## src/rtl/rc4_stream_ctrl_pkg.sv

```systemverilog
// Shared constants and state encoding for the rc4 keystream sequencer.
// KEY_SIZE must match the PRGA core's key length.
package rc4_stream_ctrl_pkg;

  localparam int KEY_SIZE = 16;
  localparam int BYTE_W   = 8;

  typedef enum logic [2:0] {
    CS_IDLE     = 3'd0,
    CS_CORE_RST = 3'd1,
    CS_KEYFEED  = 3'd2,
    CS_WARMUP   = 3'd3,
    CS_RUN      = 3'd4
  } ctrl_state_e;

  function automatic logic state_is_busy(input ctrl_state_e s);
    return (s == CS_CORE_RST) || (s == CS_KEYFEED) || (s == CS_WARMUP);
  endfunction

  // Core bytes are only meaningful once the key feed has completed.
  function automatic logic capture_enabled(input ctrl_state_e s);
    return (s == CS_WARMUP) || (s == CS_RUN);
  endfunction

endpackage

```

## src/rtl/rc4_ks_fifo.sv

```systemverilog
// Small keystream buffer: power-of-two depth, head visible combinationally,
// asynchronous clear plus a synchronous flush used on every restart.
module rc4_ks_fifo #(
  parameter int DEPTH = 4,
  parameter int W     = 8,
  localparam int AW   = $clog2(DEPTH)
) (
  input  logic          clk_i,
  input  logic          rst_ni,
  input  logic          flush_i,
  input  logic          push_i,
  input  logic          pop_i,
  input  logic [W-1:0]  din_i,
  output logic [W-1:0]  head_o,
  output logic          full_o,
  output logic          empty_o,
  output logic [AW:0]   count_o
);

  logic [W-1:0]  mem_q [DEPTH];
  logic [AW-1:0] wr_q;
  logic [AW-1:0] rd_q;
  logic [AW:0]   cnt_q;
  logic [AW:0]   cnt_d;
  logic          do_push;
  logic          do_pop;

  assign full_o  = (cnt_q == (AW+1)'(DEPTH));
  assign empty_o = (cnt_q == '0);

  // A push into a full buffer is still legal when the head leaves this cycle.
  assign do_push = push_i && !flush_i && (!full_o || pop_i);
  assign do_pop  = pop_i && !flush_i && !empty_o;

  always_comb begin
    cnt_d = cnt_q;
    case ({do_push, do_pop})
      2'b10:   cnt_d = cnt_q + 1'b1;
      2'b01:   cnt_d = cnt_q - 1'b1;
      default: cnt_d = cnt_q;
    endcase
  end

  always_ff @(posedge clk_i or negedge rst_ni) begin
    if (!rst_ni) begin
      wr_q  <= '0;
      rd_q  <= '0;
      cnt_q <= '0;
    end else if (flush_i) begin
      wr_q  <= '0;
      rd_q  <= '0;
      cnt_q <= '0;
    end else begin
      if (do_push) wr_q <= wr_q + 1'b1;
      if (do_pop)  rd_q <= rd_q + 1'b1;
      cnt_q <= cnt_d;
    end
  end

  always_ff @(posedge clk_i) begin
    if (do_push) mem_q[wr_q] <= din_i;
  end

  assign head_o  = mem_q[rd_q];
  assign count_o = cnt_q;

endmodule

```

## src/rtl/rc4_stream_ctrl.sv

```systemverilog
// Sequencer/arbiter in front of one rc4 PRGA core: rekeys the core, buffers
// its keystream and hands bytes to NREQ consumers round-robin.
module rc4_stream_ctrl #(
  parameter int KEY_SIZE   = rc4_stream_ctrl_pkg::KEY_SIZE,
  parameter int NREQ       = 2,
  parameter int FIFO_DEPTH = 4,
  localparam int KAW       = (KEY_SIZE > 1) ? $clog2(KEY_SIZE) : 1,
  localparam int PW        = (NREQ > 1) ? $clog2(NREQ) : 1,
  localparam int CW        = $clog2(FIFO_DEPTH) + 1
) (
  input  logic            clk_i,
  input  logic            rst_ni,
  input  logic            start_i,
  input  logic            key_wr_en_i,
  input  logic [KAW-1:0]  key_addr_i,
  input  logic [7:0]      key_data_i,
  output logic            busy_o,
  output logic            overrun_o,
  output logic            core_rst_o,
  output logic [7:0]      core_key_o,
  input  logic            core_ready_i,
  input  logic [7:0]      core_k_i,
  input  logic [NREQ-1:0] req_i,
  output logic [NREQ-1:0] gnt_o,
  output logic [7:0]      out_byte_o
);

  import rc4_stream_ctrl_pkg::*;

  ctrl_state_e    state_q;
  ctrl_state_e    state_d;
  logic [KAW-1:0] kidx_q;
  logic [KAW-1:0] kidx_d;
  logic           core_rst_q;
  logic           core_rst_d;
  logic [7:0]     core_key_q;
  logic [7:0]     core_key_d;
  logic           overrun_q;
  logic           overrun_d;
  logic [PW-1:0]  rr_q;
  logic [PW-1:0]  gidx;
  logic           gfound;
  logic [7:0]     key_buf_q [KEY_SIZE];

  logic           key_we;
  logic           capture;
  logic           pop;
  logic           fifo_full;
  logic           fifo_empty;
  logic [CW-1:0]  unused_fifo_count;
  logic [7:0]     fifo_head;

  // Sequencer next state; start wins everywhere except inside CORE_RST.
  always_comb begin
    state_d = state_q;
    kidx_d  = kidx_q;
    if (start_i && state_q != CS_CORE_RST) begin
      state_d = CS_CORE_RST;
    end else begin
      case (state_q)
        CS_CORE_RST: begin
          state_d = CS_KEYFEED;
          kidx_d  = '0;
        end
        CS_KEYFEED: begin
          if (kidx_q == KAW'(KEY_SIZE - 1)) state_d = CS_WARMUP;
          else                               kidx_d  = kidx_q + 1'b1;
        end
        CS_WARMUP: begin
          if (core_ready_i) state_d = CS_RUN;
        end
        default: state_d = state_q;
      endcase
    end
  end

  // Core-facing outputs are registered, so they are derived from the next state.
  assign core_rst_d = (state_d == CS_IDLE) || (state_d == CS_CORE_RST);
  assign core_key_d = (state_d == CS_KEYFEED) ? key_buf_q[kidx_d] : 8'h00;

  assign key_we  = key_wr_en_i
                && (state_q == CS_IDLE || state_q == CS_WARMUP || state_q == CS_RUN)
                && (32'(key_addr_i) < 32'(KEY_SIZE));
  assign capture = core_ready_i && capture_enabled(state_q);

  always_comb begin
    overrun_d = overrun_q;
    if (state_q == CS_CORE_RST)              overrun_d = 1'b0;
    else if (capture && fifo_full && !pop)   overrun_d = 1'b1;
  end

  always_ff @(posedge clk_i or negedge rst_ni) begin
    if (!rst_ni) begin
      state_q    <= CS_IDLE;
      kidx_q     <= '0;
      core_rst_q <= 1'b1;
      core_key_q <= 8'h00;
      overrun_q  <= 1'b0;
      rr_q       <= PW'(NREQ - 1);
    end else begin
      state_q    <= state_d;
      kidx_q     <= kidx_d;
      core_rst_q <= core_rst_d;
      core_key_q <= core_key_d;
      overrun_q  <= overrun_d;
      if (gfound) rr_q <= gidx;
    end
  end

  always_ff @(posedge clk_i or negedge rst_ni) begin
    if (!rst_ni) begin
      for (int i = 0; i < KEY_SIZE; i++) key_buf_q[i] <= 8'h00;
    end else if (key_we) begin
      key_buf_q[key_addr_i] <= key_data_i;
    end
  end

  // Round-robin: first requester after the last one served.
  always_comb begin
    gfound = 1'b0;
    gidx   = '0;
    gnt_o  = '0;
    if (state_q == CS_RUN && !fifo_empty) begin
      for (int k = 1; k <= NREQ; k++) begin
        if (!gfound && req_i[(int'(rr_q) + k) % NREQ]) begin
          gfound = 1'b1;
          gidx   = PW'((int'(rr_q) + k) % NREQ);
        end
      end
    end
    if (gfound) gnt_o[gidx] = 1'b1;
  end

  assign pop = gfound;

  rc4_ks_fifo #(
    .DEPTH (FIFO_DEPTH),
    .W     (BYTE_W)
  ) u_fifo (
    .clk_i   (clk_i),
    .rst_ni  (rst_ni),
    .flush_i (state_q == CS_CORE_RST),
    .push_i  (capture),
    .pop_i   (pop),
    .din_i   (core_k_i),
    .head_o  (fifo_head),
    .full_o  (fifo_full),
    .empty_o (fifo_empty),
    .count_o (unused_fifo_count)
  );

  assign busy_o     = state_is_busy(state_q);
  assign overrun_o  = overrun_q;
  assign core_rst_o = core_rst_q;
  assign core_key_o = core_key_q;
  assign out_byte_o = fifo_head;

endmodule

```

## config.mk

```make
export PLATFORM = sky130hd
export DESIGN_NAME = rc4_stream_ctrl
export DESIGN_NICKNAME = d
export VERILOG_FILES = /design/src/rtl/rc4_stream_ctrl_pkg.sv /design/src/rtl/rc4_ks_fifo.sv /design/src/rtl/rc4_stream_ctrl.sv
export SDC_FILE = /design/constraint.sdc
export NUM_CORES = 1
export LEC_CHECK = 0
export CORE_ASPECT_RATIO = 1.1
export CORE_MARGIN = 3
export CORE_UTILIZATION = 39
export DETAILED_ROUTE_END_ITERATION = 10
export REMOVE_ABC_BUFFERS = 1
export SLEW_MARGIN = 20
export SYNTH_ARGS = -nofsm -noshare
export SYNTH_HDL_FRONTEND = slang
export SYNTH_HIERARCHICAL = 1
export SYNTH_SLANG_ARGS = --single-unit
```

## constraint.sdc

```tcl
create_clock -name clk_i -period 2.9 [get_ports clk_i]
set_clock_uncertainty 0.05 [all_clocks]
set_input_delay 0.58 -clock clk_i [delete_from_list [all_inputs] [get_ports clk_i]]
set_output_delay 0.58 -clock clk_i [all_outputs]
set_load 0.01 [all_outputs]
```

# Word level (Yosys, flattened, before mapping)
# Memory sizes are Yosys's and may differ from the RTL's.
# Cells that the tools add are included.
# totals
rom_bits,0
ram_bits,32
regBits,153
word_cells,127
mem_count,1
latch_bits,0
output_inout_bits,21
# memory_table
name,words,width,read_ports,rd_ports_with_merged_regs,wr,line_no,source
u_fifo.mem_q,4,8,1,0,1,rc4_ks_fifo.sv:20,logic [W-1:0] mem_q [DEPTH];
# op_classes
n_addsub,7
order_cmp,7
n_eq_ne,11
reduce_logical,32
div_mod_pow,0
multipliers,0
mux,40
n_bitwise,4
shift,0
# ops
op,n
128-bit bitwise mux,1
8-bit binary-select mux with 4-bit select,1
8-bit demux with 4-bit select,1
8-bit two-way mux,4
1-bit two-way mux,18
1-bit logical AND,13
3-bit two-way mux,4
5-bit greater-or-equal comparator (second input constant),2
2-bit two-way mux,5
4-bit inverter with 5-bit output,2
3-bit by 2-bit == test with 1-bit output (second input constant),3
3-bit logical NOT,3
3-bit one-hot mux with 3 select lines,1
4-bit two-way mux,2
4-bit one-hot mux with 2 select lines,1
1-bit logical OR,7
3-bit by 1-bit == test with 1-bit output (second input constant),2
3-bit == test (second input constant),2
2-bit by 3-bit less-than comparator with 1-bit output (second input constant),2
3-bit one-hot mux with 2 select lines,1
2-bit nonzero test,3
1-bit logical NOT,5
5-bit by 1-bit less-than comparator with 1-bit output (second input constant),1
2-bit by 1-bit adder with 2-bit output (second input constant),2
other kinds (13),15

# Logic depth before layout (Yosys ltp)
# depth
ltp_word,16
ltp_mapped,13
mapped_depth_nobuf,12

# Modules after synthesis
# The synthesis kept the hierarchy.
# by_module_without_submodules
module,n_inst,area_per_inst_um2,cells_each,seq_area_each_um2
rc4_stream_ctrl,1,6906.6,513,3656.0
rc4_ks_fifo,1,1664.1,92,1136.1

# Worst setup path before layout
# OpenSTA, ideal clock, no wires.
# synth_timing
path_type,reg2reg
start,register state_q[0]
end,"register u_fifo.cnt_q[2], in the netlist u_fifo/count_o[2]"
arrival_time_ns,2.777
setup_ns,0.078
setup_slack_ns,-0.005
n_path_buf,1
path_stages_with_launch,12
cell_sequence,dfrtp_1 buf_6 nor4_1 o21ai_0 inv_1 nor4b_2 nor3b_4 nor3_1 fa_1 or3_1 a21o_1 a21oi_1
# synth_between
elab_chain_len,8
elab_cells_between_ends,18
# synth_lines
item,line_no,source
"start, declared",rc4_stream_ctrl.sv:30,ctrl_state_e state_q;
"start signal, assigned",rc4_stream_ctrl.sv:101,state_q <= state_d;
3-bit == test (*),rc4_stream_ctrl.sv:123,if (state_q == CS_RUN && !fifo_empty) begin
1-bit logical AND (*),rc4_stream_ctrl.sv:123,
1-bit two-way mux (*),rc4_stream_ctrl.sv:123,
named net gfound,rc4_stream_ctrl.sv:42,logic gfound;
1-bit logical AND / 1-bit logical OR (equally long branches),"rc4_ks_fifo.sv:33, rc4_ks_fifo.sv:32",
1-bit logical AND (on tied branches),"rc4_ks_fifo.sv:33, rc4_ks_fifo.sv:32",
2-bit by 1-bit == test with 1-bit output / 2-bit == test (equally long branches),rc4_ks_fifo.sv:37,"case ({do_push, do_pop})"
3-bit one-hot mux with 2 select lines,rc4_ks_fifo.sv:37,
3-bit two-way mux,rc4_ks_fifo.sv:49,end else if (flush_i) begin
"end signal, assigned",rc4_ks_fifo.sv:56,cnt_q <= cnt_d;
"end, declared",rc4_ks_fifo.sv:23,logic [AW:0] cnt_q;
# Mark *: on every way through the listed nets, which the timed path passes. The rest lies on a longest branch.
# A chain may end at the register's enable or synchronous reset.

# Worst setup path after layout
# layout_timing
start,input port start_i
end,"register core_key_q[1], in the netlist core_key_o[1]"
# layout_between
elab_chain_len,7
elab_cells_between_ends,9
# layout_lines
item,line_no,source
"start, declared",rc4_stream_ctrl.sv:13,"input logic start_i,"
1-bit logical AND (*),rc4_stream_ctrl.sv:57,if (start_i && state_q != CS_CORE_RST) begin
4-bit two-way mux,rc4_stream_ctrl.sv:57,
4-bit inverter with 5-bit output (implied by the code),rc4_stream_ctrl.sv:79,assign core_key_d = (state_d == CS_KEYFEED) ? key_buf_q[kidx_d] : 8'h00;
8-bit binary-select mux with 4-bit select,rc4_stream_ctrl.sv:79,
8-bit two-way mux (implied by the code) (2 in a row),rc4_stream_ctrl.sv:79,
8-bit two-way mux (*),rc4_stream_ctrl.sv:79,
named net core_key_d[1],rc4_stream_ctrl.sv:37,logic [7:0] core_key_d;
"end signal, assigned",rc4_stream_ctrl.sv:104,core_key_q <= core_key_d;
"end, declared",rc4_stream_ctrl.sv:36,logic [7:0] core_key_q;
# Mark *: on every way through the listed nets, which the timed path passes. The rest lies on a longest branch. The select of a mux whose other input is x is not followed.

==> impl_metrics.py <==
metrics = {
    "place": {
        "hpwl_mm": 13.56,
        "post-place-cells": 967,
        "gp_congestion": 0.8576,
        "dp_slack_ns": -0.4171,
        "numPortBuffers": 47,
    },
    "drt": {
        "firstDrtPassIters": 5,
        "highest_layer": "met4",
        "vias": 5274,
        "dr_wl_met3_um": 769,
        "wl_met1_mm": 8.754,
        "drc": 0,
        "drt-wirelength-per-cell_um": 19.54,
        "drtIter0Drc": 232,
        "ant_nets": 0,
        "routed_via_density": 5.274,
        "routed_wl_mm": 19.54,
        "met2WireLength_mm": 9.793,
    },
    "worst_setup_path": {
        "setup.worst_path.end_class": "flop",
        "required_ns": 3.16,
        "crit_fanout": 10,
        "crit_arrival_ns": 3.14,
        "path_class": "in -> reg",
        "reg2reg_depth": 9,
        "start_kind": "input port",
    },
    "synthesis": {
        "avgSynthCellArea_um2": 14.17,
        "synthCells": 605,
        "synth_top_cell_by_area": "dfrtp_1",
        "yosys.area.top_type_share_pct": 44.09,
        "yosys-top-cells-area": "dfrtp_1 (44%), mux2_2 (19%), edfxtp_1 (11%), mux2i_1 (6.1%), mux4_2 (2.1%)",
        "yosys_warnings": 6,
        "yosysUniqueCellTypes": 59,
        "seq_area_frac_synth_pct": 55.91,
        "ys_ff_latch": 185,
        "synth_area_um2": 8571,
    },
    "clocking": {
        "cts_buffers": 17,
        "cts_sinks": 185,
        "clockBufferDepth": 2,
        "post_cts_buffers": 0,
        "cts_tree": "built",
        "cts_root_buf": "clkbuf_16",
        "clkSlewWorstSetupHoldPaths_ns": 0.07,
        "worstSkewPairLatency_ns": 0.43,
        "h-tree-depth": 4,
    },
    "timing": {
        "final.min_clock_period_ns": 2.872,
        "final.setup.tns_ns": 0,
        "setup_viol": 0,
        "hold_violations": 0,
        "timing.final.ws_setup_ns": 0.02770,
        "fmax_mhz": 348.2,
        "grt_setup_unrepaired": "true",
        "worstMarginPinSlew_ns": 0.8641,
        "slew_violations": 0,
        "timing.final.crit_share_pct": 99.04,
        "relSlewSlack_pct": 42.21,
    },
    "global_routing": {
        "grt_max_degree": 64,
        "grt_pass1_vias": 5544,
        "overflow": 0,
        "antenna_found_initial": 0,
        "track_usage_pct": 16.92,
        "grt_pass1_wl_mm": 31.33,
    },
    "die": {
        "die_area_um2": 23790,
        "rows": 56,
        "core_um2": 21440,
        "start_util_pct": 39.97,
        "pin_count": 48,
        "dieHeight_um": 161.5,
        "die_width_um": 147.3,
    },
    "worst_hold_path": {
        "hold_path_class": "reg -> reg",
        "min_path_cells": 1,
    },
    "pwr": {
        "power_density_nw_per_um2": 925.0,
        "peakVddDrop_mv": 0.4878,
        "p_leak_nw": 4.427,
    },
    "finish": {
        "final_nets": 730,
        "area_delta_synth_final_pct": 20.74,
        "drive_gt1_share_pct": 38.03,
        "final_cells": 1000,
        "antenna_cells": 0,
        "fin_util_pct": 48.27,
    },
    "status": {
        "status": "completed",
    },
    "job": {
        "max_cap_violations": 0,
    },
}
## final cells by class
type / count / area [um^2]
fillers: 1914 / 11090
clock buffers: 19 / 452.9
inverters: 9 / 33.78
repair buffers: 103 / 944.7
multi-input cells: 381 / 3627
well taps: 290 / 362.8
flip-flops and latches: 185 / 4793
clock inverters: 13 / 133.9
## cells in the final DEF (no fill, tap or decap), types with 2 or more instances in the layout
cell,netlist,layout
a211oi_1,2,2
a21o_1,2,2
a21oi_1,8,8
a21oi_4,2,2
a221oi_1,14,9
a221oi_2,0,5
a22o_1,7,7
a22oi_1,7,7
and2_1,6,6
and3_1,10,10
buf_12,0,4
buf_4,3,51
clkbuf_16,0,17
clkbuf_8,0,2
clkdlybuf4s50_1,0,46
clkinvlp_4,0,2
dfrtp_1,151,150
dfstp_2,2,2
edfxtp_1,32,32
ha_1,5,5
inv_1,8,8
inv_2,1,2
inv_6,0,4
inv_8,0,2
mux2_1,5,5
mux2_2,143,143
mux2i_1,52,52
mux4_2,8,8
nand2_1,18,18
nand2b_1,9,9
nand3_1,5,5
nor2_1,25,25
nor2b_1,3,3
nor3_1,6,5
nor3_2,7,8
o21ai_0,6,6
o21ai_1,2,2
or3_1,2,2
xor2_1,2,2
## timing repair
item,in CTS,in global routing
hold buffers,1,0
cloned,0,0
setup endpoints to repair,2,9
pin swaps,0,2
endpoints found under the hold margin,27,0
gates resized for setup,1,8
## critical path, stage by stage
cell	delay, ns
clkdlybuf4s50_1	0.51
or4b_4	0.57
buf_4	0.15
o31ai_2	0.21
buf_4	0.23
a21oi_4	0.12
a221oi_1	0.45
a221oi_2	0.08
and3_1	0.22
## per-stage QoR
step                      hold slack [ns]  total power, mW  instance area, um^2
final                              0.4481            9.572                10350
after global routing               0.4677            10.13                10350
after CTS                          0.4520            9.610                10310
after detailed placement           0.4280            7.286                 9708
after global placement             0.4201            7.163                 9708
after floorplan                    0.2344            5.987                 8411
## report_power, final
| part | internal (mW) | switching [mW] |
|---|---|---|
| combinational | 1.77 | 1.59 |
| sequential | 3.48 | 0.442 |
| clock | 1.26 | 1.04 |
## cell usage after synthesis, drive strengths merged
| master | instances |
|---|---|
| buf | 17 |
| fa | 1 |
| nand3b | 1 |
| mux2 | 149 |
| and2 | 6 |
| nor4 | 2 |
| inv | 9 |
| a211o | 1 |
| o22ai | 1 |
| nand2b | 9 |
| nor3b | 2 |
| a221oi | 14 |
| mux2i | 52 |
| nor2b | 3 |
| clkbuf | 13 |
| or4b | 1 |
| a31o | 1 |
| or3b | 1 |
| a22o | 7 |
| o31ai | 2 |
| a221o | 1 |
| a21o | 2 |
| xor2 | 3 |
| a22oi | 7 |
| ha | 5 |
| nor4b | 3 |
| mux4 | 8 |
| dfrtp | 151 |
| nand3 | 5 |
| nor3 | 13 |
| nor2 | 25 |
| o211ai | 1 |
| a32oi | 1 |
| and3 | 10 |
| o221ai | 1 |
| o21ai | 8 |
| a211oi | 2 |
| a21oi | 10 |
| a31oi | 2 |
| o311ai | 1 |
| nand2 | 18 |
| edfxtp | 32 |
| or3 | 2 |
| dfstp | 2 |
## final timing paths
path | start | end | slack (ns)
min in group asynchronous | rst_ni | state_q[1]$_DFF_PN0_ | 0.54
worst max-delay path | start_i | core_key_o[1]$_DFF_PN0_ | 0.03
worst min-delay path | key_buf_q[112]$_DFFE_PN0P_ | key_buf_q[112]$_DFFE_PN0P_ | 0.45
max in group asynchronous | rst_ni | key_buf_q[3]$_DFFE_PN0P_ | 1.45
worst max register to register | state_q[0]$_DFF_PN0_ | core_key_o[1]$_DFF_PN0_ | 0.15
worst min register to register | key_buf_q[112]$_DFFE_PN0P_ | key_buf_q[112]$_DFFE_PN0P_ | 0.45
## state kept, by name (all words and copies together) (netlist names)
| signal | count |
|---|---|
| u_fifo/count_o | 3 |
| u_fifo/wr_q | 2 |
| core_rst_o | 1 |
| rr_q | 1 |
| overrun_o | 1 |
| u_fifo/rd_q | 2 |
| core_key_o | 8 |
| kidx_q | 4 |
| key_buf_q | 128 |
| state_q | 3 |
| u_fifo/mem_q | 32 |
## layer usage
| layer | global-route usage, % | vias to the layer above |
|---|---|---|
| met5 | 0 | - |
| met4 | 4.661 | 0 |
| met3 | 3.367 | 14 |
| met2 | 28.10 | 113 |
| met1 | 22.79 | 2728 |
| li1 | - | 2419 |
## kinds of logic after synthesis
logic type                 Yosys count  share of synthesized area, %
DFF                                185                         55.91
muxes                              209                         27.80
AOI/OAI and AO/OA                   62                         5.752
buffers and inverters               39                         2.263
adders and majority gates            6                        0.9635
xor gates and xnor gates             3                        0.3942
and+or+nand+nor                    101                         6.920
Note: power is estimated with default switching activity, not from simulation.
==> edit 1 (same settings) <==
`FIFO_DEPTH`: 4 -> 2.
--- a/src/rtl/rc4_stream_ctrl.sv
+++ b/src/rtl/rc4_stream_ctrl.sv
@@ -3,7 +3,7 @@
 module rc4_stream_ctrl #(
   parameter int KEY_SIZE   = rc4_stream_ctrl_pkg::KEY_SIZE,
   parameter int NREQ       = 2,
-  parameter int FIFO_DEPTH = 4,
+  parameter int FIFO_DEPTH = 2,
   localparam int KAW       = (KEY_SIZE > 1) ? $clog2(KEY_SIZE) : 1,
   localparam int PW        = (NREQ > 1) ? $clog2(NREQ) : 1,
   localparam int CW        = $clog2(FIFO_DEPTH) + 1
Function: no difference found for any inputs over 4 cycles, from zero or initial values and one cycle with rst_ni low; that may be too few to reach the edited logic, so the function may still have changed.
==> edit 1 against the unedited design <==
Synthesized area shrank 9.8%. Non-clock buffer count down 2. Synthesized cell count shrank 6.9%. First-iteration DRC count increased by 9.9%. Routed wire length is 5.0% lower. Critical path depth shrank 5. Worst setup slack better by 0.13 ns. Power down 6.4%. Sequential cell count fell by 19. Utilization is 0.59 points higher. Sequential power shrank 5.9%. Final area fell by 8.9%. Register-to-register slack better by 0.03 ns.
==> edit 1: results (changes against the unedited design) <==
Tot GR Track Use=17.7% (was 16.9%); met2 Usage GRT=30.4% (was 28.1%); r2r endpoint=core_key_o[4] (was core_key_o[1]); main area contributors after synthesis=dfrtp_1 48%, mux2_2 22%, mux2i_1 6.5% (was dfrtp_1 44%, mux2_2 19%, edfxtp_1 11%); GR met1 Demand/Resource=22.6% (was 22.8%); Leak=4.14 nW (was 4.43 nW); CP startpoint=state_q[0] (was start_i); Total Wirelength=18.6 mm (was 19.5 mm); nets@finish=683 (was 730); CTS Buffer Depth=2 (unchanged); adder-cell share of the synthesized area=0.162% (was 0.964%); xor/xnor cell area share of the yosys netlist=0.113% (was 0.394%); hold crit path type=in2async (was reg2reg); status=completed (unchanged); Synth Area in Compound Gates=6.55% (was 5.75%); share of layout cells above drive strength 1=39.8% (was 38.0%); vias after detailed routing=4970 (was 5274); overall power=8.96 mW (was 9.57 mW); vias in the first global route=5344 (was 5544); Cell variety after synth=55 (was 59); post-synthesis sequential area ratio=54.8% (was 55.9%); FFs w/ async S/R, synth=90.4% (was 82.7%); first-pass GRT wire length=29.7 mm (was 31.3 mm); Arrival @ worst endpoint=2.11 ns (was 3.14 ns); GR Util met3=3.70% (was 3.37%); VDD IR-drop max=474 uV (was 488 uV); post-synthesis mux area share=29.1% (was 27.8%); Pre-antenna DRT Iters=4 (was 5); largest net degree at the start of global routing=73 (was 64); reg2reg setup slack=0.18 ns (was 0.15 ns); relative slew slack=44.6% (was 42.2%); htree depth=4 (unchanged); GP Congestion=0.789 (was 0.858); number of synthesized flops with an enable pin=16 (was 32); Iter 0 DRT Violations=255 (was 232); synth cell count leaders=150 x mux2_2, 148 x dfrtp_1, 50 x mux2i_1 (was 151 x dfrtp_1, 143 x mux2_2, 52 x mux2i_1); Critical R2R Launch=state_q[1] (was state_q[0])
-- edit 1: cell type report --
class | instances | area, sq um
Sequential cell | 166 | 4240
Multi-Input combinational cell | 361 | 3340
Timing Repair Buffer | 101 | 955
Clock buffer | 17 | 425
Clock inverter | 15 | 128
Fill cell | 1647 | 9870
Inverter | 8 | 30.0
Tap cell | 247 | 309
-- edit 1: worst max path at each step --
stage	depth (start not counted)	slack, ns	endpoint
5_1_grt	9	0.04	core_key_o[2]
4_1_cts	5	0.03	gnt_o[0]
2_1_floorplan	8	-0.1	core_key_o[0]
3_3_place_gp	8	-0.35	core_key_o[3]
6_report	4	0.16	gnt_o[1]
3_5_place_dp	11	-0.35	core_key_o[3]
-- edit 1: metrics by stage --
step                instance area (sq um)  cells  setup WS (ns)
finish                               9430    915          0.160
floorplan                            7580    535        -0.0980
CTS                                  9400    915         0.0311
detailed placement                   8850    883         -0.350
global route                         9430    915         0.0362
global placement                     8850    883         -0.353
-- edit 1: metal layers --
layer / vias up / share of wire [%]
met5: - / 0
met4: 0 / 1.6
met3: 20 / 2.9
met2: 80 / 51
met1: 2585 / 44
li1: 2285 / -
-- edit 1: worst max-delay path, stage by stage, from the launching register on --
cell and delay (ns):
dfrtp_2 0.46, buf_4 0.18, nor4_2 0.26, and3_1 0.24, clkdlybuf4s50_1 0.54
-- edit 1: power by group --
group	switching, mW	leakage (nW)	internal, mW
sequential	0.515	2.09	3.18
combinational	1.42	1.78	1.72
clock	0.944	0.267	1.18
total	2.88	4.14	6.08
-- edit 1: what timing repair did --
item	4_1_cts	5_1_grt
buffers inserted	0	0
resized for setup	1	6
pin swaps	0	1
setup endpoints to repair	1	5
==> edit 2 (same flow settings) <==
Made on the original files. Take the reset off `core_key_q` and load it in a clocked block of its own.
--- a/src/rtl/rc4_stream_ctrl.sv
+++ b/src/rtl/rc4_stream_ctrl.sv
@@ -94,17 +94,19 @@
       state_q    <= CS_IDLE;
       kidx_q     <= '0;
       core_rst_q <= 1'b1;
-      core_key_q <= 8'h00;
       overrun_q  <= 1'b0;
       rr_q       <= PW'(NREQ - 1);
     end else begin
       state_q    <= state_d;
       kidx_q     <= kidx_d;
       core_rst_q <= core_rst_d;
-      core_key_q <= core_key_d;
       overrun_q  <= overrun_d;
       if (gfound) rr_q <= gidx;
     end
+  end
+
+  always_ff @(posedge clk_i) begin
+    core_key_q <= core_key_d;
   end
 
   always_ff @(posedge clk_i or negedge rst_ni) begin
Function: differs if rst_ni is asserted again (counterexample within 4 cycles, from zero or initial values and one cycle with rst_ni low); with rst_ni held inactive, the same outputs for 4 cycles.
==> edit 2 against the unedited design <==
Via count up 47%. Hold slack worse by 0.42 ns. Sequential cell count unchanged. First-iteration DRC count rose to 2.9 times the old value. Routed wire length up 36%. Synthesized cell count up 52%. Synthesized area up 17%. Worst setup slack better by 0.16 ns. Non-clock buffer count up 41. Final area up 17%. Power up 17%. Global-route usage up 2.2 points. Clock power up 7%.
==> edit 2: results (changes against the unedited design) <==
status=completed (unchanged); Final Instance Count excl. Fillers=1355 (was 1000); slowest CP cell=clkdlybuf4s50_1 (was or4b_4); WS Path Type=reg2out (was in2reg); Synth Area in Compound Gates=12.3% (was 5.75%); fraction of area in multi-input gates=40.5% (was 35.1%); VDD IR-drop max=469 uV (was 488 uV); Signal buf overhead=11.3% (was 9.13%); overall power=11.2 mW (was 9.57 mW); CLK BUF=17 (was 19); vias in the first global route=7413 (was 5544); xor/xnor cell area share of the yosys netlist=0.424% (was 0.394%); GP Congestion=0.832 (was 0.858); worst-path fanout max=4 (was 10); vias per cell=5.73 (was 5.27); routed len/inst=19.6 um (was 19.5 um); largest class=multi-input gates (was flip-flops and latches); Post-Place Setup Slack=-0.372 ns (was -0.417 ns); Internal Power=7.03 mW (was 6.50 mW); Mapped Cells=918 (was 605); Critical R2R Launch=state_q[1] (was state_q[0]); post-synthesis mux area share=18.3% (was 27.8%); Clock Network Area Fraction=5.16% (was 5.67%); nets@finish=1034 (was 730); Non-clock buffers=144 (was 103)
==> edit 2: path summary, 6_finish.rpt <==
path / endpoint / slack (ns) / cells past startpoint
setup / recovery: gnt_o[0] / 0.19 / 5
hold / removal: key_buf_q[32] / 0.02 / 1
setup reg to reg: u_fifo/count_o[2] / 0.27 / 10
hold reg to reg: overrun_o / 0.45 / 2
max in group asynchronous: key_buf_q[118] / 2.07 / 2
min in group clk_i: overrun_o / 0.45 / 2
==> edit 2: metal layers <==
metal  part of all wire, %  vias up  GRT usage [%]
li1                      -     3615              -
met1                    46     3878           26.7
met2                    47      229           31.1
met3                   4.5       40           3.07
met4                   2.4        0           5.44
met5                     0        -              0
==> edit 2: metrics by stage <==
step	setup TNS [ns]	util (%)
finish	0	48.8
global placement	-2.03	46.2
CTS	0	48.8
floorplan	-49.21	-
detailed placement	-2.11	46.2
global route	0	48.8
==> edit 2: timing repair <==
action	in CTS	in global routing
setup endpoints to repair	1	11
cloned	0	0
endpoints found under the hold margin	0	0
gates resized for setup	1	5
pin swaps	0	1
